===== config.mk =====
export PLATFORM = sky130hd
export DESIGN_NAME = conv_stream_host
export DESIGN_NICKNAME = d
export VERILOG_FILES = /design/src/rtl/conv_stream_host.sv
export SDC_FILE = /design/constraint.sdc
export NUM_CORES = 1
export LEC_CHECK = 0
export BUFFER_PORTS_ARGS = -buffer_cell sky130_fd_sc_hd__buf_2
export CELL_PAD_IN_SITES_DETAIL_PLACEMENT = 1
export CELL_PAD_IN_SITES_GLOBAL_PLACEMENT = 2
export CORE_MARGIN = 2
export CORE_UTILIZATION = 49
export DETAILED_ROUTE_END_ITERATION = 16
export GPL_ROUTABILITY_DRIVEN = 0
export PLACE_DENSITY = 0.8
export SLEW_MARGIN = 0
export SYNTH_ARGS = -nofsm -noshare
export SYNTH_HDL_FRONTEND = slang
export SYNTH_SLANG_ARGS = --single-unit

===== constraint.sdc =====
create_clock -name clk -period 3.99 [get_ports clk]
set_input_delay 0.1995 -clock clk [delete_from_list [all_inputs] [get_ports clk]]
set_output_delay 0.1995 -clock clk [all_outputs]
set_load 0.03 [all_outputs]

===== src/rtl/conv_stream_host.sv =====
// Streams a host-loaded N-sample vector to a convolution core over x valid/ready
// and collects the L = N-M+1 results from y valid/ready into an addressable buffer.
module conv_stream_host #(
    parameter int N = 16,
    parameter int M = 4,
    parameter int T = 20
) (
    input  logic                     clk,
    input  logic                     reset,
    input  logic                     ld_en,
    input  logic [$clog2(N)-1:0]     ld_addr,
    input  logic signed [T-1:0]      ld_data,
    input  logic                     start,
    output logic                     busy,
    output logic                     done,
    output logic signed [T-1:0]      x_data,
    output logic                     x_valid,
    input  logic                     x_ready,
    input  logic signed [T-1:0]      y_data,
    input  logic                     y_valid,
    output logic                     y_ready,
    input  logic [$clog2(N-M+1)-1:0] rd_addr,
    output logic signed [T-1:0]      rd_data
);
    localparam int L   = N - M + 1;
    localparam int XAW = $clog2(N);
    localparam int YAW = $clog2(L);
    localparam int XCW = XAW + 1;
    localparam int YCW = YAW + 1;
    localparam logic [XCW-1:0] X_END = XCW'(N);
    localparam logic [YCW-1:0] Y_END = YCW'(L);

    localparam logic [1:0] S_IDLE = 2'd0;
    localparam logic [1:0] S_RUN  = 2'd1;
    localparam logic [1:0] S_DONE = 2'd2;

    logic [1:0]           state;
    logic [XCW-1:0]       x_cnt;
    logic [YCW-1:0]       y_cnt;
    logic signed [T-1:0]  xbuf [2**XAW];
    logic signed [T-1:0]  ybuf [2**YAW];
    logic                 x_fire;
    logic                 y_fire;

    // Handshake qualifiers depend only on state and counters, so an async
    // reset removes them before the next edge.
    assign x_valid = (state == S_RUN) && (x_cnt < X_END);
    assign y_ready = (state == S_RUN) && (y_cnt < Y_END);
    assign busy    = (state != S_IDLE);
    assign done    = (state == S_DONE);
    assign x_data  = xbuf[x_cnt[XAW-1:0]];
    assign x_fire  = x_valid && x_ready;
    assign y_fire  = y_valid && y_ready;

    always_ff @(posedge clk or posedge reset) begin
        if (reset) begin
            state <= S_IDLE;
            x_cnt <= '0;
            y_cnt <= '0;
        end else begin
            case (state)
                S_IDLE: begin
                    if (start) begin
                        state <= S_RUN;
                        x_cnt <= '0;
                        y_cnt <= '0;
                    end
                end
                S_RUN: begin
                    if (x_fire) x_cnt <= x_cnt + XCW'(1);
                    if (y_fire) y_cnt <= y_cnt + YCW'(1);
                    if ((x_cnt == X_END) && (y_cnt == Y_END)) state <= S_DONE;
                end
                S_DONE:  state <= S_IDLE;
                default: state <= S_IDLE;
            endcase
        end
    end

    // Buffers carry no reset; loads are only accepted while idle.
    always_ff @(posedge clk) begin
        if (ld_en && (state == S_IDLE)) xbuf[ld_addr] <= ld_data;
        if (y_fire) ybuf[y_cnt[YAW-1:0]] <= y_data;
    end

    always_ff @(posedge clk or posedge reset) begin
        if (reset) rd_data <= '0;
        else       rd_data <= ybuf[rd_addr];
    end
endmodule


# [Word level (Yosys, flattened, before mapping)]
# Memory sizes are Yosys's and may differ from the RTL's. A register that Yosys moved wholly into a read port is not among the register bits.
# Index checks and enable logic that the tools add are counted.
# Widths: inputs -> output; s select.
[word_totals] reg_bits=12 ramBits=640 word_cells=41 memories=2
[memory_table] memory="xbuf" words=16 word_bits=20 read_ports=1 rd_clocked_by_memory_dff=0 write_ports=1 line_no="40" rtl="logic signed [T-1:0] xbuf [2**XAW];"
[memory_table] memory="ybuf" words=16 word_bits=20 read_ports=1 rd_clocked_by_memory_dff=1 write_ports=1 line_no="41" rtl="logic signed [T-1:0] ybuf [2**YAW];"
[op_classes] addsub=2 order_cmp=2 eq_ne=8 muxes=12 reduce_logical=12
[op_table] op="$pmux 5 s2" count=2
[op_table] op="$mux 5" count=3
[op_table] op="$add 5x1->5 const B" count=2
[op_table] op="$logic_and 1x1->1" count=6
[op_table] op="$ne 2x2->1 const B" count=3
[op_table] op="$reduce_and 3->1" count=2
[op_table] op="$eq 5x4->1 const B" count=1
[op_table] op="$eq 5x5->1 const B" count=1
[op_table] op="$lt 5x4->1 const B" count=1
[op_table] op="$lt 5x5->1 const B" count=1
[op_table] op="$mux 1" count=4
[op_table] op="$mux 2" count=2
[op_table] op="$pmux 2 s2" count=1
[op_table] op="$reduce_bool 2->1" count=2
[op_table] op="$eq 2x1->1 const B" count=1
[op_table] op="$eq 2x2->1 const B" count=1
[op_table] op="$logic_not 2->1" count=1
[op_table] op="$ne 2x1->1 const B" count=1
[op_table] op="$reduce_and 2->1" count=1

# [Logic depth before layout (Yosys ltp)]
# Gate-level depths: netlist of the first run.
[logic_depth] ltp_word=5 ltp_mapped=8 ltp_nobuf=5

# [Least setup slack after synthesis of the first run]
# No wires, ideal clock.
[synth_path] kind="register to register" from="reg y_cnt[4]" to="mem ybuf[0][0] (enable)" setup_time_ns=0.448 arrival_ns=2.804 required_ns=3.542 setup_slack_ns=0.737 path_stages_with_launch=4 period_less_slack_ns=3.253 path_cell_list="dfrtp_1 nand4bb_1 clkbuf_1 nor4_1"
[synth_between] elab_chain_cells=5
[synth_lines] element="from (decl)" line_no="39" rtl="logic [YCW-1:0] y_cnt;"
[synth_lines] element="from (signal assigned)" line_no="71" rtl="if (y_fire) y_cnt <= y_cnt + YCW'(1);"
[synth_lines] element="$lt 5x4->1" line_no="48" rtl="assign y_ready = (state == S_RUN) && (y_cnt < Y_END);"
[synth_lines] element="$logic_and 1x1->1" line_no="48"
[synth_lines] element="$logic_and 1x1->1" line_no="53" rtl="assign y_fire = y_valid && y_ready;"
[synth_lines] element="$mux 1" line_no="83" rtl="if (y_fire) ybuf[y_cnt[YAW-1:0]] <= y_data;"
[synth_lines] element="$mux 1 (implied by the code)" line_no="83"
[synth_lines] element="to (decl)" line_no="41"
# No other way between the ends.

# [Worst setup path in the final report of the first run]
[layout_path] from="reg x_cnt[2]" to="out x_data[12]"
[layout_between] elab_chain_cells=1
[layout_lines] element="from (decl)" line_no="38" rtl="logic [XCW-1:0] x_cnt;"
[layout_lines] element="from (signal assigned)" line_no="70" rtl="if (x_fire) x_cnt <= x_cnt + XCW'(1);"
[layout_lines] element="$mem_v2 16x20"
[layout_lines] element="to (decl)" line_no="16" rtl="output logic signed [T-1:0] x_data,"
# No other way between the ends.

==> results of run 1 <==
-- power by group through the flow --
| stage | combinational (mW) | clock [mW] | sequential [mW] |
|---|---|---|---|
| after floorplan | 2.61 | 0 | 8.25 |
| after global placement | 3.55 | 0 | 8.41 |
| after detailed placement | 3.59 | 0 | 8.44 |
| after CTS | 3.66 | 6.43 | 8.30 |
| after global routing | 3.85 | 6.65 | 8.33 |
| final | 3.60 | 6.31 | 8.29 |
-- area by class of cell --
class | instances | share of cell area, %
repair buffers | 191 | 4.489
multi-input cells | 461 | 18.04
clock inverters | 28 | 1.066
well taps | 680 | 2.853
clock buffers | 92 | 6.255
inverters | 12 | 0.1510
flip-flops and latches | 672 | 67.14
-- logic make-up (layout without fill, tap and decap cells) --
group                      after synthesis  in the layout
buffers and inverters                   80            323
adders and majority gates                6              6
DFF                                    672            672
muxes                                  201            201
AOI/OAI and AO/OA                      117            117
and+or+nand+nor                        137            137
-- flip-flops by register name, indices dropped and copies added (netlist names) --
| name | flops |
|---|---|
| ybuf | 320 |
| state | 2 |
| rd_data | 20 |
| x_cnt | 5 |
| xbuf | 320 |
| y_cnt | 5 |
-- path summary, 6_finish.rpt --
kind / slack [ns] / cells after the start / to
max in group asynchronous: 3.23 / 4 / x_cnt[0]
hold / removal: 0.11 / 4 / x_cnt[1]
setup reg to reg: 1.18 / 3 / ybuf[14][4]
setup / recovery: 0.61 / 5 / x_data[12]
min in group asynchronous: 0.31 / 4 / rd_data[12]
hold reg to reg: 0.59 / 2 / y_cnt[4]
-- per-stage QoR --
step	setup WS (ns)	power, mW	cell area [um2]
3_5_place_dp	1.179	12.04	27220
6_report	0.6118	18.21	29820
4_1_cts	0.5264	18.39	29820
3_3_place_gp	1.222	11.96	27220
2_1_floorplan	0.7374	10.86	25720
5_1_grt	0.4217	18.83	29820
-- metal layers --
| layer | up-vias | wire length (um) | track usage (%) |
|---|---|---|---|
| met3 | 144 | 3322 | 4.529 |
| met1 | 6813 | 23490 | 28.55 |
| met5 | - | 13 | 0 |
| li1 | 5453 | - | - |
| met4 | 2 | 2130 | 8.997 |
| met2 | 413 | 32260 | 41.08 |
-- cells in the mapped netlist, drive strengths merged, types with 3 or more instances --
master | n | area (um2)
inv | 12 | 45.04
a221o | 20 | 200.2
nor3 | 5 | 25.02
and3 | 4 | 25.02
nand2 | 24 | 90.09
nor4 | 8 | 50.05
mux2i | 41 | 410.4
edfxtp | 640 | 19220
o21ai | 9 | 45.04
o221ai | 20 | 175.2
ha | 6 | 75.07
a22oi | 40 | 300.3
nor4bb | 3 | 30.03
nor2b | 5 | 31.28
buf | 32 | 259.0
o22ai | 20 | 125.1
mux2 | 40 | 450.4
nand2b | 6 | 37.54
dfrtp | 32 | 800.8
nor2 | 63 | 236.5
mux4 | 120 | 2748
and2 | 4 | 25.02
clkbuf | 36 | 135.1
-- critical path, delay by kind of cell (launching register included) --
| family | cells | cell delay, ns |
|---|---|---|
| DFF | 1 | 0.59 |
| buffers and inverters | 2 | 0.62 |
| AOI/OAI and AO/OA | 2 | 0.45 |
| and+or+nand+nor | 1 | 0.91 |
==> metrics.txt, run 1 <==
Clk pin slew, worst setup/hold paths=0.07 ns; status=finished, final reports clean; P&R area growth vs syn=15.96%; critical path class=reg -> out; hpwl dp=35.69 mm; pwr dens=610.5 nW/um2; Post-Synth XOR/XNOR Area=0%; register area=20030 um2; Slew @ Worst Pin=1.273 ns; Unique masters post-synth=43; vias in the first global route=14200; asr flop ratio synth=4.762%; grt total ovfl=0; largest net degree at the start of global routing=68; area fraction in compound gates after synthesis=3.537%; Setup violations, final=0; CTS tree=yes; CP startpoint kind=flip-flop; Fmax=296.0 MHz; placed instance count=1974; Die Y=233.1 um; Port Buffers=97; clock power share=34.7%; minimum clock period=3.378 ns; WL/cell=28.66 um; Logic pwr share=19.8%; Setup Skew=0.01721 ns; Worst path slowest cell=and2_1; H-tree Lvls=3; final core utilization=57.79%; fill cell count=4389; postcts setup bufs=0; Worst Hold Class=in -> reg; Final period util=84.67%; Layout Cells excl Fill=2136; hold slack=0.1055 ns; setup tns final=0 ns; Synth Register Bits=672; Worst-Skew Late Latency=0.60 ns; critical-path cell list=buf_4, and2_1, a221o_1, o22ai_1, buf_2; Die ar.=54340 um2; switching power=5.091 mW; beginning of the critical path=x_cnt[2]; cts hold-fix bufs=42; final net count=1466; Max Root-Sink Buffers=3; Mapped Avg Cell Area=21.20 um2; CP Capture Type=output pin; worst path required time=3.79 ns; most frequent cells in the layout=edfxtp_1, mux4_2, buf_2; initial antenna violation count=1; Pint=13.12 mW; # resized after CTS=0; mux cell area share after synthesis=14.03%; first-pass GRT wire length=91.30 mm; Fin. Hold Viols=0; RSZ-0062 raised after global routing=false; Rows=83; Sink Count=672; WP data arrival=3.18 ns; RR Startpoint=state[0]; Pre-antenna DRT Iters=5; Mapped Nets=1273; Vias=12830; commonest non-fill, non-tap cell in the layout=edfxtp_1; number of remaining DRC errors=0; CP max stage delay=0.91 ns; Initial Util=49.83%; die width=233.1 um; area of the multi-input gates=5381 um2; Net Sw Frac=27.96%; largest family of logic cells by synthesized area=multiplexers; Vias/cell=6.004; Post-Syn Instances=1213; worst-path fanout max=22; Synth Flop Type=edfxtp_1; max_slew headroom=14.74%; MaxCap Viol Count=0; Top-Level Pins=98; sequential fraction of the synthesis area=77.84%; GRT Total Usage=23.35%; P_leak=9.851 nW; Initial DRC Count=1189; Yosys warning total=0; Core Footprint=51610 um2; post-route ant nets=0; root buf cell=clkbuf_16; share of layout cells above drive strength 1=29.19%; final wirelength=61.22 mm; Mapped Area=25720 um2; Synth Area in Simple Gates=2.598%; sequential group share of total power=45.5%; HP Start=x_ready; TritonCTS Buffers=68; ant diodes=0; Peak VDD IR=0.5955 mV; Pins Over Slew Limit=0; Post-synth EDFFs=640; Synth Area in Adders=0.2919%
Power figures use the tool's default switching activity.
==> inputs of run 2 (changes only) <==
Settings changed: ABC_AREA set to 1, CORE_UTILIZATION 49 to 37, PLACE_DENSITY 0.8 to 0.77.
Clock period 3.99 ns to 2.8 ns, I/O delays scaled along.
==> run 2 against run 1 <==
Effect of this change:
- power rose by 56%
- sequential share of layout area fell by 7.6 points
- non-clock buffer count rose by 6
- clock-buffer cell count rose by 5
- sequential power rose by 42%
- critical path type unchanged
- clock power rose by 50%
- worst setup slack got worse by 0.48 ns
- routed wire length rose by 31%
- via count rose by 54%
- area after synthesis rose by 12%
- largest cell class unchanged
- register-to-register slack got worse by 0.88 ns
==> metrics.txt, run 2 <==
Final period util=95.19%; hold path cells=3; max_slew headroom=40.74%; Max Root-Sink Buffers=3; CP max stage delay=0.53 ns; Pre-antenna DRT Iters=5; Initial DRC Count=1221; Worst Hold Class=in -> reg; dpl cell area=30850 um2; hpwl dp=44.55 mm; grt total ovfl=0; Sink Count=672; area of the multi-input gates=6297 um2; Setup violations, final=0; initial antenna violation count=1; top sig layer=met4; Post-Syn Instances=2832; WL met3=2.375 mm; sequential group share of total power=41.4%; critical-path cell list=inv_6, buf_12, nand2_1, nand2_1, nand2_1, nand3_1, nand3_1, nand2_1, buf_2; die width=283.6 um; Vias/cell=4.835; Fin. Hold Viols=0; Pins Over Slew Limit=0; switching power=9.531 mW; Pint=18.91 mW; pwr dens=845.8 nW/um2; DR WL met2=41.68 mm; Peak VDD IR=0.6854 mV; final instance area=33630 um2; beginning of the critical path=x_cnt[0]; RSZ-0062 raised after global routing=false; RR Startpoint=y_cnt[2]; P&R area growth vs syn=16.27%; final wirelength=79.98 mm; placed instance count=3896; share of layout cells above drive strength 1=9.819%; most common cell in the netlist=nand2_1; GRT Total Usage=19.93%; post-route setup slack=0.1347 ns; Fmax=375.2 MHz; P_leak=14.62 nW; Logic pwr share=25.3%; Yosys warning total=0; WL/cell=19.63 um; worst path required time=2.66 ns; WL met1=34.00 mm; CP Capture Type=output pin; fill cell count=8573; CP dominant cell by count=nand2_1; Slew @ Worst Pin=0.8879 ns; ant diodes=0; asr flop ratio synth=4.762%; Top-Level Pins=98; hold slack=0.09804 ns; Rows=102; biggest area consumer among synthesized cells=edfxtp_1; Port Buffers=97; Mapped Avg Cell Area=10.21 um2; MaxCap Viol Count=0; Vias=19700; critical path class=reg -> out; Worst-Skew Late Latency=0.62 ns; reg2reg setup slack=0.30 ns; largest net degree at the start of global routing=161; first-pass GRT wire length=122.8 mm; r2r worst-path depth=6; Setup Slack @ Placement=0.3177 ns; minimum clock period=2.665 ns; Core Footprint=77470 um2; post-route ant nets=0; number of remaining DRC errors=0; Synth top area share=66.45%; clock power share=33.3%; Synth Register Bits=672; final net count=3037; Setup Skew=0.01963 ns; H-tree Lvls=3; Mapped Area=28920 um2; most frequent cells in the layout=nand2_1, edfxtp_1, inv_1; Clk pin slew, worst setup/hold paths=0.06 ns; sequential fraction of the synthesis area=69.22%; HP Start=ld_addr[1]; status=finished, final reports clean; worst-path fanout max=45; Post-synth EDFFs=640; WP data arrival=2.53 ns; Unique masters post-synth=22; Die Y=283.6 um; Layout Cells excl Fill=4075; Synth Flop Type=edfxtp_1; CTS tree=yes; root buf cell=clkbuf_16; CP startpoint kind=flip-flop; Net Sw Frac=33.51%; Die ar.=80420 um2; vias in the first global route=20980; Area contributors post-synth=edfxtp_1, nand2_1, nand3_1; Initial Util=37.34%; TritonCTS Buffers=76; final core utilization=43.41%; register area=20030 um2; commonest non-fill, non-tap cell in the layout=nand2_1; Commonest cells post-synth=nand2_1, edfxtp_1, inv_1; Mapped Nets=2892; Worst path slowest cell=dfrtp_4
==> run 2: changes by cell type after synthesis, sizes merged, moves of 31 or more <==
cell	before	now
a22oi	40	0
buf	32	98
inv	12	570
mux2	40	0
mux2i	41	0
mux4	120	0
nand2	24	937
nand3	2	456
nor2	63	32
==> run 2: repair_timing <==
item | in CTS | in global routing
resized for setup | 2 | 0
hold endpoints to repair | 675 | 0
hold buffers | 43 | 0
setup endpoints to repair | 2 | 0
setup buffers | 0 | 0
==> run 2: metrics by stage <==
step,total power [mW],TNS (ns)
2_1_floorplan,16.53,-4.079
3_3_place_gp,19.10,0
3_5_place_dp,19.25,0
4_1_cts,28.85,0
5_1_grt,29.90,0
6_report,28.44,0
==> run 2: final cells by class <==
class | instances | share of cell area [%]
timing repair buffer | 197 | 4.498
multi-input combinational | 1460 | 18.73
tap | 1040 | 3.870
clock inverter | 39 | 0.9823
inverter | 570 | 6.385
clock buffer | 97 | 5.983
sequential | 672 | 59.55
==> run 2: layer usage <==
layer	track usage [%]	vias to the layer above
li1	-	9308
met1	24.49	9963
met2	36.67	316
met3	2.331	117
met4	5.794	0
met5	0	-
==> run 2: cell families after synthesis <==
| family | share of synthesized area, % |
|---|---|
| flops | 69.22 |
| compound gates | 0.1730 |
| buf+inv | 9.500 |
| xor+xnor | 0.03029 |
| fa+ha+maj | 0.2596 |
| simple gates | 20.82 |
==> run 2: worst max-delay path: cells and delay by family, from the launching register on <==
family,cells,cell delay (ns)
flip-flops,1,0.53
AND/OR/NAND/NOR,6,0.62
buffers and inverters,3,0.73
==> run 2: worst paths after layout <==
check | endpoint
min in group asynchronous | y_cnt[0]
max in group asynchronous | x_cnt[1]
min | xbuf[3][16]
min reg2reg | x_cnt[4]
max | x_data[3]
max reg2reg | ybuf[14][12]
==> run 2: power by group through the flow <==
stage / Sequential [mW] / Combinational, mW / Clock, mW
floorplan: 12.0 / 4.54 / 0
global route: 11.8 / 8.01 / 10.1
detailed placement: 12.0 / 7.27 / 0
CTS: 11.8 / 7.37 / 9.70
finish: 11.8 / 7.19 / 9.48
global placement: 11.9 / 7.15 / 0
==> inputs of run 3 (changes only) <==
--- a/config.mk
+++ b/config.mk
@@ -15,4 +15,5 @@
 export GPL_ROUTABILITY_DRIVEN = 0
 export PLACE_DENSITY = 0.77
+export REMOVE_ABC_BUFFERS = 1
 export SLEW_MARGIN = 0
 export SYNTH_ARGS = -nofsm -noshare
==> constraint.sdc (replaced) <==
create_clock -name clk -period 2.8 [get_ports clk]
set_input_delay 0.14 -clock clk [delete_from_list [all_inputs] [get_ports clk]]
set_output_delay 0.14 -clock clk [all_outputs]
set_load 0.005 [all_outputs]
==> run 3 against run 2 <==
Effect of this change:
- power rose by 2.2%
- worst setup slack improved by 0.022 ns
- first-iteration DRC count fell by 0.98%
- cell count rose by 0.66%
- routed wire length rose by 2.9%
- clock-buffer cell count fell by 2
- combinational power fell by 7.5%
==> metrics.txt, run 3 (synthesis results as in run 2) <==
Top-Level Pins=98; Pint=20.00 mW; postcts setup bufs=0; status=finished, final reports clean; post-route ant nets=0; Setup Slack @ Placement=0.4898 ns; RR Startpoint=y_cnt[2]; sequential group share of total power=40.5%; Initial DRC Count=1209; reg-to-reg endpoint=ybuf[12][11]; final instance area=34080 um2; Initial Util=37.34%; largest net degree at the start of global routing=161; setup tns final=0 ns; commonest non-fill, non-tap cell in the layout=nand2_1; WL/cell=20.05 um; Worst-Skew Late Latency=0.62 ns; Port Buffers=97; P&R area growth vs syn=17.82%; GRT Total Usage=20.47%; TritonCTS Buffers=77; beginning of the critical path=x_cnt[0]; Fmax=378.3 MHz; critical path class=reg -> out; first-pass GRT wire length=125.8 mm; Core Footprint=77470 um2; Clk pin slew, worst setup/hold paths=0.06 ns; Logic pwr share=22.9%; share of layout cells above drive strength 1=11.04%; number of remaining DRC errors=0; CTS tree=yes; MaxCap Viol Count=0; Critical Path Sink=x_data[0]; CP Capture Type=output pin; Net Sw Frac=31.21%; minimum clock period=2.643 ns; vias in the first global route=21360; final wirelength=82.27 mm; Die Y=283.6 um; Slew @ Worst Pin=0.9700 ns; Final period util=94.41%; H-tree Lvls=3; CP startpoint kind=flip-flop; dpl cell area=30950 um2; most frequent cells in the layout=nand2_1, edfxtp_1, inv_1; worst-path fanout max=64; Setup Skew=0.02846 ns; switching power=9.074 mW; Rows=102; RSZ-0062 raised after global routing=false; Fin. Hold Viols=0; Pins Over Slew Limit=0; Max Root-Sink Buffers=3; max_slew headroom=35.34%; pwr dens=853.2 nW/um2; Setup violations, final=0; Pre-antenna DRT Iters=5; clock power share=36.6%; Vias=19850; P_leak=14.88 nW; root buf cell=clkbuf_16; die width=283.6 um; worst path required time=2.66 ns; Vias/cell=4.840; Worst Hold Class=in -> reg; grt total ovfl=0; register area=20030 um2; initial antenna violation count=0; total power=29.07 mW; fill cell count=8571; area of the multi-input gates=6279 um2; post-route setup slack=0.1566 ns; Sink Count=672; ant diodes=0; reg2reg setup slack=0.49 ns; Die ar.=80420 um2; WP data arrival=2.50 ns; final net count=3058; r2r worst-path depth=6; hpwl dp=47.65 mm; final core utilization=43.99%; Peak VDD IR=0.5690 mV
run 3: worst max-delay path, cell delays in order, from the launching register on:
cell and delay [ns]:
dfrtp_4 0.52, inv_6 0.23, buf_12 0.31, nand2_1 0.09
nand3_1 0.09, nand2_1 0.07, nand2_1 0.11, nand2_1 0.07
inv_1 0.07, nand2_1 0.14, buf_2 0.17
run 3: metal layers:
metal | global-route usage, % | share of wire (%) | vias up
li1 | - | - | 9366
met1 | 25.36 | 42 | 9903
met2 | 36.19 | 51 | 415
met3 | 2.645 | 3.9 | 170
met4 | 8.188 | 3.8 | 0
met5 | 0 | 0 | -
run 3: power by group through the flow:
| stage | clock [mW] | combinational, mW | sequential, mW |
|---|---|---|---|
| after floorplan | 0 | 3.34 | 12.3 |
| final | 10.7 | 6.65 | 11.8 |
| after global placement | 0 | 6.54 | 12.0 |
| after detailed placement | 0 | 6.67 | 12.0 |
| after CTS | 10.9 | 6.77 | 11.8 |
| after global routing | 11.2 | 7.40 | 11.8 |
run 3: timing repair:
action	4_1_cts	5_1_grt
endpoints found under the setup margin	1	4
gates resized for setup	1	2
hold endpoints to repair	670	0
hold buffers	42	0
gates cloned	0	0
run 3: layout make-up:
class / instances / area share, %
clock buffer: 95 / 6.341
clock inverter: 48 / 1.575
inverter: 570 / 6.300
multi-input combinational: 1460 / 18.42
sequential: 672 / 58.77
tap: 1040 / 3.818
timing repair buffer: 217 / 4.773
run 3: how the worst min path moves through the flow:
stage,slack [ns],startpoint,cells past startpoint,to
after CTS,0.01,start,3,state[0]
after detailed placement,0.43,reset,2,rd_data[7]
after global placement,0.42,reset,2,rd_data[7]
after global routing,0.06,start,3,state[0]
final,0.03,start,3,state[0]
after floorplan,0.24,ld_data[0],0,xbuf[0][0]
run 3: stage by stage:
| step | cells | hold WS (ns) |
|---|---|---|
| after floorplan | 2702 | 0.2389 |
| after global placement | 3917 | 0.4191 |
| after detailed placement | 3917 | 0.4267 |
| after CTS | 4102 | 0.01090 |
| after global routing | 4102 | 0.06433 |
| final | 4102 | 0.02729 |
